===== src/rtl/uart_loader_pkg.sv =====
// Shared types and constants for the UART boot loader.
// The CSUM state exists only when UART_LOADER_CSUM_EN is defined.
package uart_loader_pkg;

    typedef enum logic [2:0] {
        ST_IDLE,
        ST_LEN,
        ST_DATA,
`ifdef UART_LOADER_CSUM_EN
        ST_CSUM,
`endif
        ST_DONE,
        ST_ERR
    } loader_state_t;

    localparam int unsigned WORD_BYTES = 4;
    localparam int unsigned LEN_BYTES  = 4;

endpackage


===== src/rtl/uart_byte_packer.sv =====
// Packs a byte stream into 32-bit little-endian words; word/word_valid are
// combinational on the completing byte so the owner can register them.
module uart_byte_packer
    import uart_loader_pkg::*;
(
    input  logic        clk,
    input  logic        rstn,
    input  logic        clear,
    input  logic        byte_valid,
    input  logic [7:0]  byte_in,
    output logic [31:0] word,
    output logic        word_valid
);

    logic [1:0]  cnt;
    logic [31:0] sreg;

    always_ff @(posedge clk or negedge rstn) begin
        if (!rstn) begin
            cnt  <= '0;
            sreg <= '0;
        end else if (clear) begin
            cnt  <= '0;
        end else if (byte_valid) begin
            sreg <= {byte_in, sreg[31:8]};
            cnt  <= cnt + 2'd1;
        end
    end

    // The first byte received ends up in bits [7:0] once four have shifted in.
    assign word       = {byte_in, sreg[31:8]};
    assign word_valid = byte_valid && !clear && (cnt == 2'(WORD_BYTES - 1));

endmodule


===== src/rtl/uart_loader.sv =====
// Boot loader: length header then LE payload words written to BRAM.
// Define UART_LOADER_CSUM_EN to require a trailing 8-bit additive checksum byte.
module uart_loader
    import uart_loader_pkg::*;
#(
    parameter int unsigned ADDR_W    = 14,
    parameter int unsigned BASE_ADDR = 0
) (
    input  logic              clk,
    input  logic              rstn,
    input  logic [7:0]        rx_data,
    input  logic              rx_ready,
    input  logic              rx_ferr,
    input  logic              start,
    output logic              wr_en,
    output logic [ADDR_W-1:0] wr_addr,
    output logic [31:0]       wr_data,
    output logic              busy,
    output logic              done,
    output logic              err,
    output logic [31:0]       words_left
);

    localparam logic [32:0] CAPACITY = 33'd1 << ADDR_W;

    loader_state_t     state;
    logic [ADDR_W-1:0] addr;
    logic              active;
    logic              byte_ok;
    logic [31:0]       word;
    logic              word_valid;
`ifdef UART_LOADER_CSUM_EN
    logic [7:0]        sum;
`endif

    assign active  = (state == ST_LEN) || (state == ST_DATA);
    assign byte_ok = rx_ready && !rx_ferr && active;

    uart_byte_packer u_packer (
        .clk        (clk),
        .rstn       (rstn),
        .clear      (!active),
        .byte_valid (byte_ok),
        .byte_in    (rx_data),
        .word       (word),
        .word_valid (word_valid)
    );

    always_ff @(posedge clk or negedge rstn) begin
        if (!rstn) begin
            state      <= ST_IDLE;
            addr       <= '0;
            wr_en      <= 1'b0;
            wr_addr    <= '0;
            wr_data    <= '0;
            busy       <= 1'b0;
            done       <= 1'b0;
            err        <= 1'b0;
            words_left <= '0;
`ifdef UART_LOADER_CSUM_EN
            sum        <= '0;
`endif
        end else begin
            wr_en <= 1'b0;
`ifdef UART_LOADER_CSUM_EN
            if (byte_ok)
                sum <= sum + rx_data;
`endif
            case (state)
                ST_IDLE, ST_DONE, ST_ERR: begin
                    if (start) begin
                        state <= ST_LEN;
                        busy  <= 1'b1;
                        done  <= 1'b0;
                        err   <= 1'b0;
`ifdef UART_LOADER_CSUM_EN
                        sum   <= '0;
`endif
                    end
                end
                ST_LEN: begin
                    if (rx_ready && rx_ferr) begin
                        state <= ST_ERR;
                        busy  <= 1'b0;
                        err   <= 1'b1;
                    end else if (word_valid) begin
                        if ({1'b0, word} > CAPACITY) begin
                            state <= ST_ERR;
                            busy  <= 1'b0;
                            err   <= 1'b1;
                        end else if (word == '0) begin
                            words_left <= '0;
`ifdef UART_LOADER_CSUM_EN
                            state <= ST_CSUM;
`else
                            state <= ST_DONE;
                            busy  <= 1'b0;
                            done  <= 1'b1;
`endif
                        end else begin
                            words_left <= word;
                            addr       <= ADDR_W'(BASE_ADDR);
                            state      <= ST_DATA;
                        end
                    end
                end
                ST_DATA: begin
                    if (rx_ready && rx_ferr) begin
                        state <= ST_ERR;
                        busy  <= 1'b0;
                        err   <= 1'b1;
                    end else if (word_valid) begin
                        wr_en      <= 1'b1;
                        wr_addr    <= addr;
                        wr_data    <= word;
                        addr       <= addr + 1'b1;
                        words_left <= words_left - 32'd1;
                        if (words_left == 32'd1) begin
`ifdef UART_LOADER_CSUM_EN
                            state <= ST_CSUM;
`else
                            state <= ST_DONE;
                            busy  <= 1'b0;
                            done  <= 1'b1;
`endif
                        end
                    end
                end
`ifdef UART_LOADER_CSUM_EN
                ST_CSUM: begin
                    if (rx_ready) begin
                        busy <= 1'b0;
                        if (!rx_ferr && rx_data == sum) begin
                            state <= ST_DONE;
                            done  <= 1'b1;
                        end else begin
                            state <= ST_ERR;
                            err   <= 1'b1;
                        end
                    end
                end
`endif
                default: begin
                    state <= ST_IDLE;
                    busy  <= 1'b0;
                end
            endcase
        end
    end

endmodule

===== config.mk =====
export PLATFORM = sky130hd
export DESIGN_NAME = uart_loader
export DESIGN_NICKNAME = d
export VERILOG_FILES = /design/src/rtl/uart_loader_pkg.sv /design/src/rtl/uart_byte_packer.sv /design/src/rtl/uart_loader.sv
export SDC_FILE = /design/constraint.sdc
export NUM_CORES = 1
export LEC_CHECK = 0
export CORE_ASPECT_RATIO = 2
export CORE_UTILIZATION = 25
export CTS_BUF_LIST = sky130_fd_sc_hd__clkbuf_8
export CTS_CLUSTER_SIZE = 24
export DETAILED_ROUTE_END_ITERATION = 7
export GPL_TIMING_DRIVEN = 1
export PLACE_DENSITY = 0.47
export SETUP_SLACK_MARGIN = 0.05
export SYNTH_ARGS = -nofsm -noshare
export SYNTH_HDL_FRONTEND = slang
export SYNTH_SLANG_ARGS = --single-unit

===== constraint.sdc =====
create_clock -name clk -period 2.4 [get_ports clk]
set_input_delay 0.36 -clock clk [delete_from_list [all_inputs] [get_ports clk]]
set_output_delay 0.36 -clock clk [all_outputs]
set_load 0.02 [all_outputs]

# Yosys cells after proc, flatten, opt, wreduce, memory -nomap -nowiden
# Index checks and enable logic that the tools add are counted.
# classes
eq_ne,22
add_sub_neg,3
bitwise_logic,1
n_reduce_logical,20
magnitude_cmp,1
mux,51
# op_table
operator,count
$mux 32,6
$mux 14,6
$pmux 32 s2,1
$eq 32x1->1 const B,1
$gt 32x15->1 const B,1
$logic_not 32->1,1
$sub 32x1->32 const B,1
$pmux 14 s2,1
$mux 1,24
$mux 3,7
$add 14x1->14 const B,1
$ne 2x1->1 const B,6
$ne 3x1->1 const B,4
$ne 2x2->1 const B,5
$reduce_and 5->1,2
$pmux 1 s3,3
$pmux 3 s3,1
$reduce_and 9->1,1
$reduce_and 7->1,1
$eq 3x2->1 const B,2
$reduce_and 6->1,1
$logic_and 1x1->1,5
$mux 2,2
$ne 4x1->1 const B,1
other kinds (14),14
# word_totals
inputBits,13
register_bits,133
wordCells,109
out_inout_bits,82

# Logic depth before layout (Yosys ltp)
# Gate-level depths: netlist of the first run.
# depth
word_depth,8
mapped_depth,10
mapped_depth_nobuf,8

# Modules after synthesis
# A second synthesis of the first run with hierarchy kept.
# hier_totals
hier_cells,643
hier_area_um2,6203.4
# by_module_without_submodules
module,area_per_inst_um2,cells_each,n_inst,seq_area_each_um2
uart_loader,5041.1,575,1,2477.4
uart_byte_packer,1162.4,68,1,650.6

# Worst setup path before layout of the first run
# OpenSTA, ideal clock, no wires.
# synth_timing
kind,flip-flop to flip-flop
start,reg words_left[2]
end,reg words_left[19]
path_slack_ns,0.279
t_arrival_ns,1.997
required_time_ns,2.276
n_path_buf,0
path_stages_with_launch,7
setup_ns,0.124
period_less_slack_ns,2.121
cell_sequence,dfrtp_1 > or4_4 > nor2_2 > nand3_1 > or3_1 > and3_1 > a211o_1
# synth_between
elab_chain_len,4
# synth_lines
item,line_no,text
start: declaration,uart_loader.sv:21,output logic [31:0] words_left
start signal: assignment,uart_loader.sv:101,words_left <= word;
start signal: assignment,uart_loader.sv:117,words_left <= words_left - 32'd1;
$sub 32x1->32,uart_loader.sv:117,
$mux 32,uart_loader.sv:112,end else if (word_valid) begin
$mux 32,uart_loader.sv:108,if (rx_ready && rx_ferr) begin
$pmux 32 s2,uart_loader.sv:69,case (state)
# Every way passes these cells. The select of a mux whose other input is x is not followed.
# A chain may end at the register's enable or synchronous reset.

# Final worst setup path of the first run
# layout_timing
start,reg u_packer.sreg[15]
end,reg addr[9]
# layout_between
elab_chain_len,3
elab_cells_between_ends,5
classes_between,order compare: 1; eq/ne: 2; reduce/logical: 2
# layout_lines
item,line_no,text
start: declaration,uart_byte_packer.sv:16,logic [31:0] sreg;
start signal: assignment,uart_byte_packer.sv:25,"sreg <= {byte_in, sreg[31:8]};"
$gt 32x15->1 / $logic_not 32->1 (equally long branches),"uart_loader.sv:87, uart_loader.sv:91",
$ne 2x2->1 (no source line),--,
$reduce_and 7->1 (no source line) (*),--,
end signal: assignment,uart_loader.sv:102,addr <= ADDR_W'(BASE_ADDR);
end signal: assignment,uart_loader.sv:116,addr <= addr + 1'b1;
end: declaration,uart_loader.sv:27,logic [ADDR_W-1:0] addr;
# Mark *: on every way between the ends. The rest lies on a longest branch, timed or not.

==> results of run 1 <==
==> cell usage after synthesis (7+ instances only) <==
library cell	count
sky130_fd_sc_hd__mux2_2	24
sky130_fd_sc_hd__o21ai_1	11
sky130_fd_sc_hd__o21ai_0	24
sky130_fd_sc_hd__nor3_1	16
sky130_fd_sc_hd__a21oi_1	39
sky130_fd_sc_hd__buf_2	9
sky130_fd_sc_hd__buf_1	7
sky130_fd_sc_hd__nand3_1	17
sky130_fd_sc_hd__nand4_1	8
sky130_fd_sc_hd__nor4_1	10
sky130_fd_sc_hd__mux2i_1	10
sky130_fd_sc_hd__o31ai_1	11
sky130_fd_sc_hd__dfrtp_1	125
sky130_fd_sc_hd__nor2_1	39
sky130_fd_sc_hd__nand2_1	175
sky130_fd_sc_hd__clkbuf_1	10
==> final cells by class <==
type / instances / share of cell area (%)
diodes: 1 / 0.0299
clock buffers: 18 / 2.96
clock inverters: 13 / 1.99
inverters: 6 / 0.269
multi-input cells: 488 / 33.8
flip-flops and latches: 125 / 37.4
well taps: 287 / 4.29
repair buffers: 175 / 19.3
==> sequential cells by signal (all words and copies together) (netlist names) <==
signal and count:
err 1, wr_en 1, busy 1, u_packer.cnt 2, wr_data 32, addr 14
state 3, words_left 32, u_packer.sreg 24, wr_addr 14, done 1
==> report_power, final <==
| group | switching (mW) | total [mW] | internal [mW] |
|---|---|---|---|
| clock | 0.921 | 1.97 | 1.05 |
| sequential | 0.317 | 2.67 | 2.35 |
| combinational | 0.864 | 1.63 | 0.765 |
==> worst max-delay path, delay by kind of cell, from the launching register on <==
kind	cells	cell delay, ns
AND/OR/NAND/NOR	2	0.73
AO/OA/AOI/OAI	3	0.64
flip-flops	1	0.43
buffers and inverters	1	0.21
multiplexers	1	0.09
==> cells by family (layout without fill, tap and decap cells) <==
kind of cell	after synthesis	in the layout	synth area share, %
buffers and inverters	38	212	3.27
other	0	1	0
muxes	34	34	6.06
AOI/OAI and AO/OA	135	135	14.3
and+or+nand+nor	314	314	24.2
adders and majority gates	4	4	0.818
DFF	125	125	51.1
xor gates and xnor gates	1	1	0.143
==> path summary, 6_finish.rpt <==
path | startpoint | endpoint | cells after the start
max in group asynchronous | rstn | wr_data[4] | 3
min in group clk | wr_addr[2] | wr_addr[2] | 2
hold / removal | rstn | u_packer.sreg[24] | 2
setup / recovery | u_packer.sreg[15] | addr[9] | 7
setup reg to reg | u_packer.sreg[15] | addr[9] | 7
hold reg to reg | wr_addr[2] | wr_addr[2] | 2
==> repair_timing <==
action,CTS,global route
hold endpoints to repair,27,0
resized for setup,0,7
setup endpoints to repair,0,28
hold buffers,1,0
setup buffers,0,0
==> metal layers <==
layer	track usage (%)	part of all wire [%]
met5	0	0
met3	3.67	3.6
met2	32.2	56
met4	7.91	2.9
met1	18.2	38
==> stage by stage <==
| step | setup TNS (ns) | setup slack (ns) | hold WS, ns |
|---|---|---|---|
| final | 0 | 0.197 | 0.371 |
| after global routing | 0 | 0.0560 | 0.392 |
| after global placement | -6.76 | -0.233 | 0.333 |
| after CTS | 0 | 0.0827 | 0.365 |
| after floorplan | 0 | 0.279 | 0.0644 |
| after detailed placement | -7.51 | -0.259 | 0.333 |
==> impl_results.rst, run 1 <==
.. list-table::
   :header-rows: 1

   * - Metric
     - Value
   * - Slew at the pin closest to its max-slew limit
     - ~0.65 ns
   * - Fin crit period
     - around 2.2 ns
   * - Post-Layout Inst Area
     - roughly 0.0084 mm2
   * - Clock transition at the registers of the reported paths
     - 0.08 ns
   * - Row cnt
     - 80
   * - Setup slack, reg-to-reg
     - approximately 0.2 ns
   * - Synth area leaders
     - sky130_fd_sc_hd__dfrtp_1 (51%), sky130_fd_sc_hd__nand2_1 (11%), sky130_fd_sc_hd__mux2_2 (4.4%)
   * - Count of final setup violators
     - 0
   * - Classification of the worst-slack hold path
     - primary input to asynchronous set/reset pin
   * - Starting utilization of the core area
     - between 20% and 30%
   * - Syn Nets
     - between 600 and 700
   * - Buffer levels on the longest clock path
     - 2
   * - Net count of the finished layout
     - 830
   * - Total area of multi-input combinational cells
     - about 0.0028 mm2
   * - DRC Markers
     - 0
   * - Global-route wire length before repair
     - 32.5 mm
   * - Detailed placer's ending HPWL
     - between 15 and 20 mm
   * - Number of vias per cell after detailed routing
     - about 5
   * - Global-route usage over all layers
     - between 10% and 20%
   * - Area of the core
     - about 0.024 mm2
   * - Fraction of the core area covered by cells at the end of the flow
     - a little over a third
   * - Post-Place Cell Area
     - approximately 0.0079 mm2
   * - Cell at the slowest stage of the critical path
     - sky130_fd_sc_hd__or4_4
   * - Cells along the critical path
     - or4_4 > nor2_4 > a21oi_2 > o31a_1 > buf_4 > a21oi_1 > mux2i_1
   * - Delay of the slowest cell on the worst path
     - slightly below 0.6 ns
   * - Final critical-path share of the clock period
     - between 90% and 100%
   * - Library cell occupying the most area in the post-synthesis netlist
     - sky130_fd_sc_hd__dfrtp_1
   * - Remaining antenna violation count after routing
     - 0
   * - Via count of the routed design
     - between 5000 and 6000
   * - Type of element launching the critical path
     - register
   * - Dominant register cell in the synthesized netlist
     - sky130_fd_sc_hd__dfrtp_1
   * - Clock sink total
     - ~130
   * - Final cell count without fillers
     - around 1100
   * - Total power draw
     - between 6 and 7 mW
   * - TritonCTS clock tree
     - done
   * - Cells after synthesis
     - 651
   * - Synthesized area
     - about 0.0061 mm2
   * - Yosys synthesis warning count
     - 0
   * - Commonest non-fill, non-tap cell in the layout
     - sky130_fd_sc_hd__nand2_1
   * - Top library cells by usage in the layout, fill and taps aside
     - sky130_fd_sc_hd__nand2_1 (174), sky130_fd_sc_hd__dfrtp_1 (125), sky130_fd_sc_hd__clkdlybuf4s50_1 (93), sky130_fd_sc_hd__buf_4 (76), sky130_fd_sc_hd__a21oi_1 (39)
   * - Fraction of registers with async set or reset after synthesis
     - 100%
   * - Maximum frequency from static timing analysis
     - 454 MHz
   * - Mapped Avg Cell Area
     - 9.39 um2
   * - Unrepaired setup endpoints after global routing
     - false
   * - Initial antenna violation count
     - 1
   * - Maximum ir drop on the vdd rail
     - ~430 uV
   * - I/O pin count
     - 95
   * - Nature of the critical path endpoint
     - register
   * - Final worst clock skew
     - about 0.014 ns
   * - Wire length per cell
     - 18.3 um
   * - Status
     - completed
   * - EDFF count, synth
     - 0
   * - Via count of the first global-routing pass
     - 5669
   * - Clock root cell
     - sky130_fd_sc_hd__clkbuf_8
   * - Fraction of post-synthesis cell area in the top cell type by area
     - 51.1%
   * - Detailed Route WL
     - between 20 and 25 mm
   * - Die outline width
     - 113 um
   * - Total of max-cap violations
     - 0
   * - Sequential cell area
     - 0.00313 mm2
   * - DRC violation total after the first TritonRoute iteration
     - 245
   * - IO buf count
     - between 90 and 100
   * - Number of fill cells
     - 2453
   * - Total die area
     - ~0.025 mm2
   * - Critical path start-end classification
     - register to register
   * - Weighted congestion at the end of routability-driven global placement
     - approximately 0.80
   * - Area growth, synth to finish
     - 36.9%
   * - Number of storage elements in the synthesis netlist
     - around 130
   * - Total placed cells including tap cells
     - 1080
   * - Insertion delay to the later sink of the worst-skew pair
     - around 0.46 ns
   * - Largest net degree at the start of global routing
     - 52
   * - Die Y
     - 223 um
   * - Number of levels the H-tree was split into
     - 4
   * - Total grt overflow
     - 0
   * - Worst max-slew margin expressed relative to the limit
     - approximately 56%
   * - Portion of the post-synthesis area used by sequential elements
     - just over 50%
   * - Number of pins exceeding their max-slew limit in the final report
     - 0
   * - Worst Path Arrival
     - 2.55 ns
   * - Largest fanout of any net on the critical path
     - 8
   * - Data required time at the worst endpoint
     - ~2.8 ns
   * - Number of buffers created by CTS
     - 17
   * - Drt pass-1 iters
     - 4
   * - Share of cells above drive strength 1
     - 20.2%
   * - Post-synth cell types
     - 67
   * - Pwr Density
     - ~750 mW/mm2
   * - Hold Fails Final Rpt
     - 0
   * - Static Leakage
     - 3.80 nW
(Power assumes the default switching activity.)
==> run 2: changes to the inputs <==
--- a/config.mk
+++ b/config.mk
@@ -6,12 +6,12 @@
 export NUM_CORES = 1
 export LEC_CHECK = 0
 export CORE_ASPECT_RATIO = 2
-export CORE_UTILIZATION = 25
+export CORE_UTILIZATION = 40
 export CTS_BUF_LIST = sky130_fd_sc_hd__clkbuf_8
 export CTS_CLUSTER_SIZE = 24
 export DETAILED_ROUTE_END_ITERATION = 7
 export GPL_TIMING_DRIVEN = 1
-export PLACE_DENSITY = 0.47
+export PLACE_DENSITY = 0.66
 export SETUP_SLACK_MARGIN = 0.05
 export SYNTH_ARGS = -nofsm -noshare
 export SYNTH_HDL_FRONTEND = slang
==> impl_results.rst, run 2 (same netlist as run 1, synthesis figures left out) <==
.. list-table::
   :header-rows: 1

   * - Metric
     - Value
   * - Type of element launching the critical path
     - register
   * - Unrepaired setup endpoints after global routing
     - false
   * - Clock transition at the registers of the reported paths
     - 0.09 ns (about the same)
   * - Final cell count without fillers
     - 1013 (-9.0%)
   * - Final worst clock skew
     - 0.0189 ns (+0.00453 ns)
   * - Area of the core
     - 0.0149 mm2 (-38%)
   * - Clock root cell
     - sky130_fd_sc_hd__clkbuf_8
   * - Number of pins exceeding their max-slew limit in the final report
     - 0 (unchanged)
   * - Maximum ir drop on the vdd rail
     - 493 uV (+14%)
   * - Initial antenna violation count
     - 0 (-1)
   * - Drt pass-1 iters
     - 5 (+1)
   * - R2r worst-path depth
     - 6 (-1)
   * - Global-route usage over all layers
     - 24.8% (+7.5 points)
   * - Clock sink total
     - 125 (unchanged)
   * - Row cnt
     - 63 (-21%)
   * - Via count of the routed design
     - 5584 (+2.7%)
   * - Insertion delay to the later sink of the worst-skew pair
     - 0.46 ns (about the same)
   * - Pwr Density
     - 737 mW/mm2 (-1.7%)
   * - DRC violation total after the first TritonRoute iteration
     - 327 (+33%)
   * - I/O pin count
     - 95 (unchanged)
   * - Antenna cells
     - 0 (-1)
   * - Cells along the critical path
     - or4_4 > nor2_2 > nand3_1 > or3_1 > and3_1 > a211o_1
   * - Top library cells by usage in the layout, fill and taps aside
     - sky130_fd_sc_hd__nand2_1 (174), sky130_fd_sc_hd__dfrtp_1 (125), sky130_fd_sc_hd__clkdlybuf4s50_1 (93), sky130_fd_sc_hd__buf_4 (70), sky130_fd_sc_hd__a21oi_1 (39)
   * - Hold Fails Final Rpt
     - 0 (unchanged)
   * - Count of final setup violators
     - 0 (unchanged)
   * - Number of levels the H-tree was split into
     - 4 (unchanged)
   * - Global-route wire length before repair
     - 29.3 mm (-9.7%)
   * - Share of cells above drive strength 1
     - 19.7% (-0.56 points)
   * - Slew at the pin closest to its max-slew limit
     - 0.678 ns (+0.0244 ns)
   * - DRC Markers
     - 0 (unchanged)
   * - Buffer levels on the longest clock path
     - 2 (unchanged)
   * - Setup slack, reg-to-reg
     - 0.12 ns (-0.08 ns)
   * - Met2 GRT Util
     - 44.3% (+12 points)
   * - Largest registers
     - words_left: 32 flops, wr_data: 32 flops, u_packer.sreg: 24 flops
   * - Total die area
     - 0.0158 mm2 (-37%)
   * - Total of max-cap violations
     - 0 (unchanged)
   * - Maximum frequency from static timing analysis
     - 438 MHz (-3.5%)
   * - Number of fill cells
     - 1341 (-45%)
   * - Largest net degree at the start of global routing
     - 48 (-7.7%)
   * - Total placed cells including tap cells
     - 979 (-9.4%)
   * - Wire length per cell
     - 18.1 um (-0.94%)
   * - Delay of the slowest cell on the worst path
     - 0.56 ns (-0.02 ns)
   * - Cell at the slowest stage of the critical path
     - sky130_fd_sc_hd__or4_4
   * - Commonest non-fill, non-tap cell in the layout
     - sky130_fd_sc_hd__nand2_1
   * - Beginning of the worst register-to-register path
     - words_left[1]
   * - Weighted congestion at the end of routability-driven global placement
     - 0.946 (+18%)
   * - Routing usage on met3
     - 4.80% (+1.1 points)
   * - Die Y
     - 177 um (-21%)
   * - Number of buffers created by CTS
     - 17 (unchanged)
   * - WHS
     - 0.444 ns (+0.0734 ns)
   * - Status
     - completed
   * - Worst Path Arrival
     - 2.62 ns (+0.07 ns)
   * - Via count of the first global-routing pass
     - 5674 (+0.088%)
   * - Largest fanout of any net on the critical path
     - 5 (-3)
   * - Detailed placer's ending HPWL
     - 13.5 mm (-12%)
   * - IO buf count
     - 94 (unchanged)
   * - Final critical-path share of the clock period
     - 95.1% (+3.3 points)
   * - Detailed Route WL
     - 18.4 mm (-9.8%)
   * - Nature of the critical path endpoint
     - register
   * - Remaining antenna violation count after routing
     - 0 (unchanged)
   * - Fin crit period
     - 2.28 ns (+0.0798 ns)
   * - Net count of the finished layout
     - 822 (-0.96%)
   * - Met1 Use GR
     - 26.3% (+8.1 points)
   * - Critical path start-end classification
     - register to register
   * - Starting utilization of the core area
     - 41.1% (+15 points)
   * - Number of vias per cell after detailed routing
     - 5.51 (+13%)
   * - Static Leakage
     - 3.73 nW (-1.8%)
   * - Area growth, synth to finish
     - 33.4%
   * - TritonCTS clock tree
     - done
   * - Worst max-slew margin expressed relative to the limit
     - 54.7% (-1.6 points)
   * - Data required time at the worst endpoint
     - 2.74 ns (about the same)
   * - Capture point of the worst reg-to-reg path
     - words_left[19]
   * - Die outline width
     - 89.4 um (-21%)
   * - Classification of the worst-slack hold path
     - primary input to asynchronous set/reset pin
   * - Layer carrying the most global-route usage
     - met2
   * - Total grt overflow
     - 0 (unchanged)
[run 2: stage by stage]
stage | setup slack [ns] | utilization (%) | power [mW] | TNS [ns] | cell area [um2]
CTS | 0.0694 | 54.3 | 6.00 | 0 | 8090
global placement | -0.178 | 51.7 | 4.16 | -3.76 | 7700
detailed placement | -0.265 | 51.7 | 4.19 | -6.62 | 7700
finish | 0.118 | 54.7 | 6.01 | 0 | 8160
floorplan | 0.279 | - | 3.44 | 0 | 6120
global route | 0.0457 | 54.7 | 6.27 | 0 | 8160
[run 2: layer usage]
layer  wire length [um]  vias to the layer above
met2               9990                      201
met4                877                        0
met1               6720                     2704
li1                   -                     2610
met5                  0                        -
met3                806                       69
[run 2: what timing repair did]
action                     in CTS  in global routing
hold buffers                    1                  0
pin swaps                       1                  2
hold endpoints to repair       39                  0
gates resized for setup         2                  9
buffers inserted                0                  1
setup endpoints to repair      21                 26
[run 2: final cells by class]
class | instances | area, um2 | area share [%]
Sequential cell | 125 | 3130 | 38.3
Multi-Input combinational cell | 488 | 2850 | 35.0
Timing Repair Buffer | 167 | 1530 | 18.7
Tap cell | 195 | 244 | 2.99
Clock buffer | 17 | 234 | 2.87
Clock inverter | 15 | 148 | 1.81
Inverter | 6 | 22.5 | 0.276
[run 2: critical path: cells and delay by family, from the launching register on]
kind             cells  cell delay (ns)
AND/OR/NAND/NOR      5             1.50
AO/OA/AOI/OAI        1             0.22
flip-flops           1             0.46
[run 2: worst max path at each step]
stage                            from  slack, ns  depth (start not counted)             end
floorplan               words_left[2]       0.28                          6  words_left[19]
detailed placement         rx_data[4]      -0.26                          8  words_left[20]
global placement           rx_data[7]      -0.18                          8  words_left[21]
global route        u_packer.sreg[23]       0.05                          7   words_left[2]
finish                  words_left[1]       0.12                          6  words_left[19]
CTS                 u_packer.sreg[15]       0.07                          7        addr[11]
[run 2: where the power goes]
group | internal, mW | switching (mW)
logic | 0.734 | 0.812
clock network | 0.768 | 1.02
registers | 2.35 | 0.324
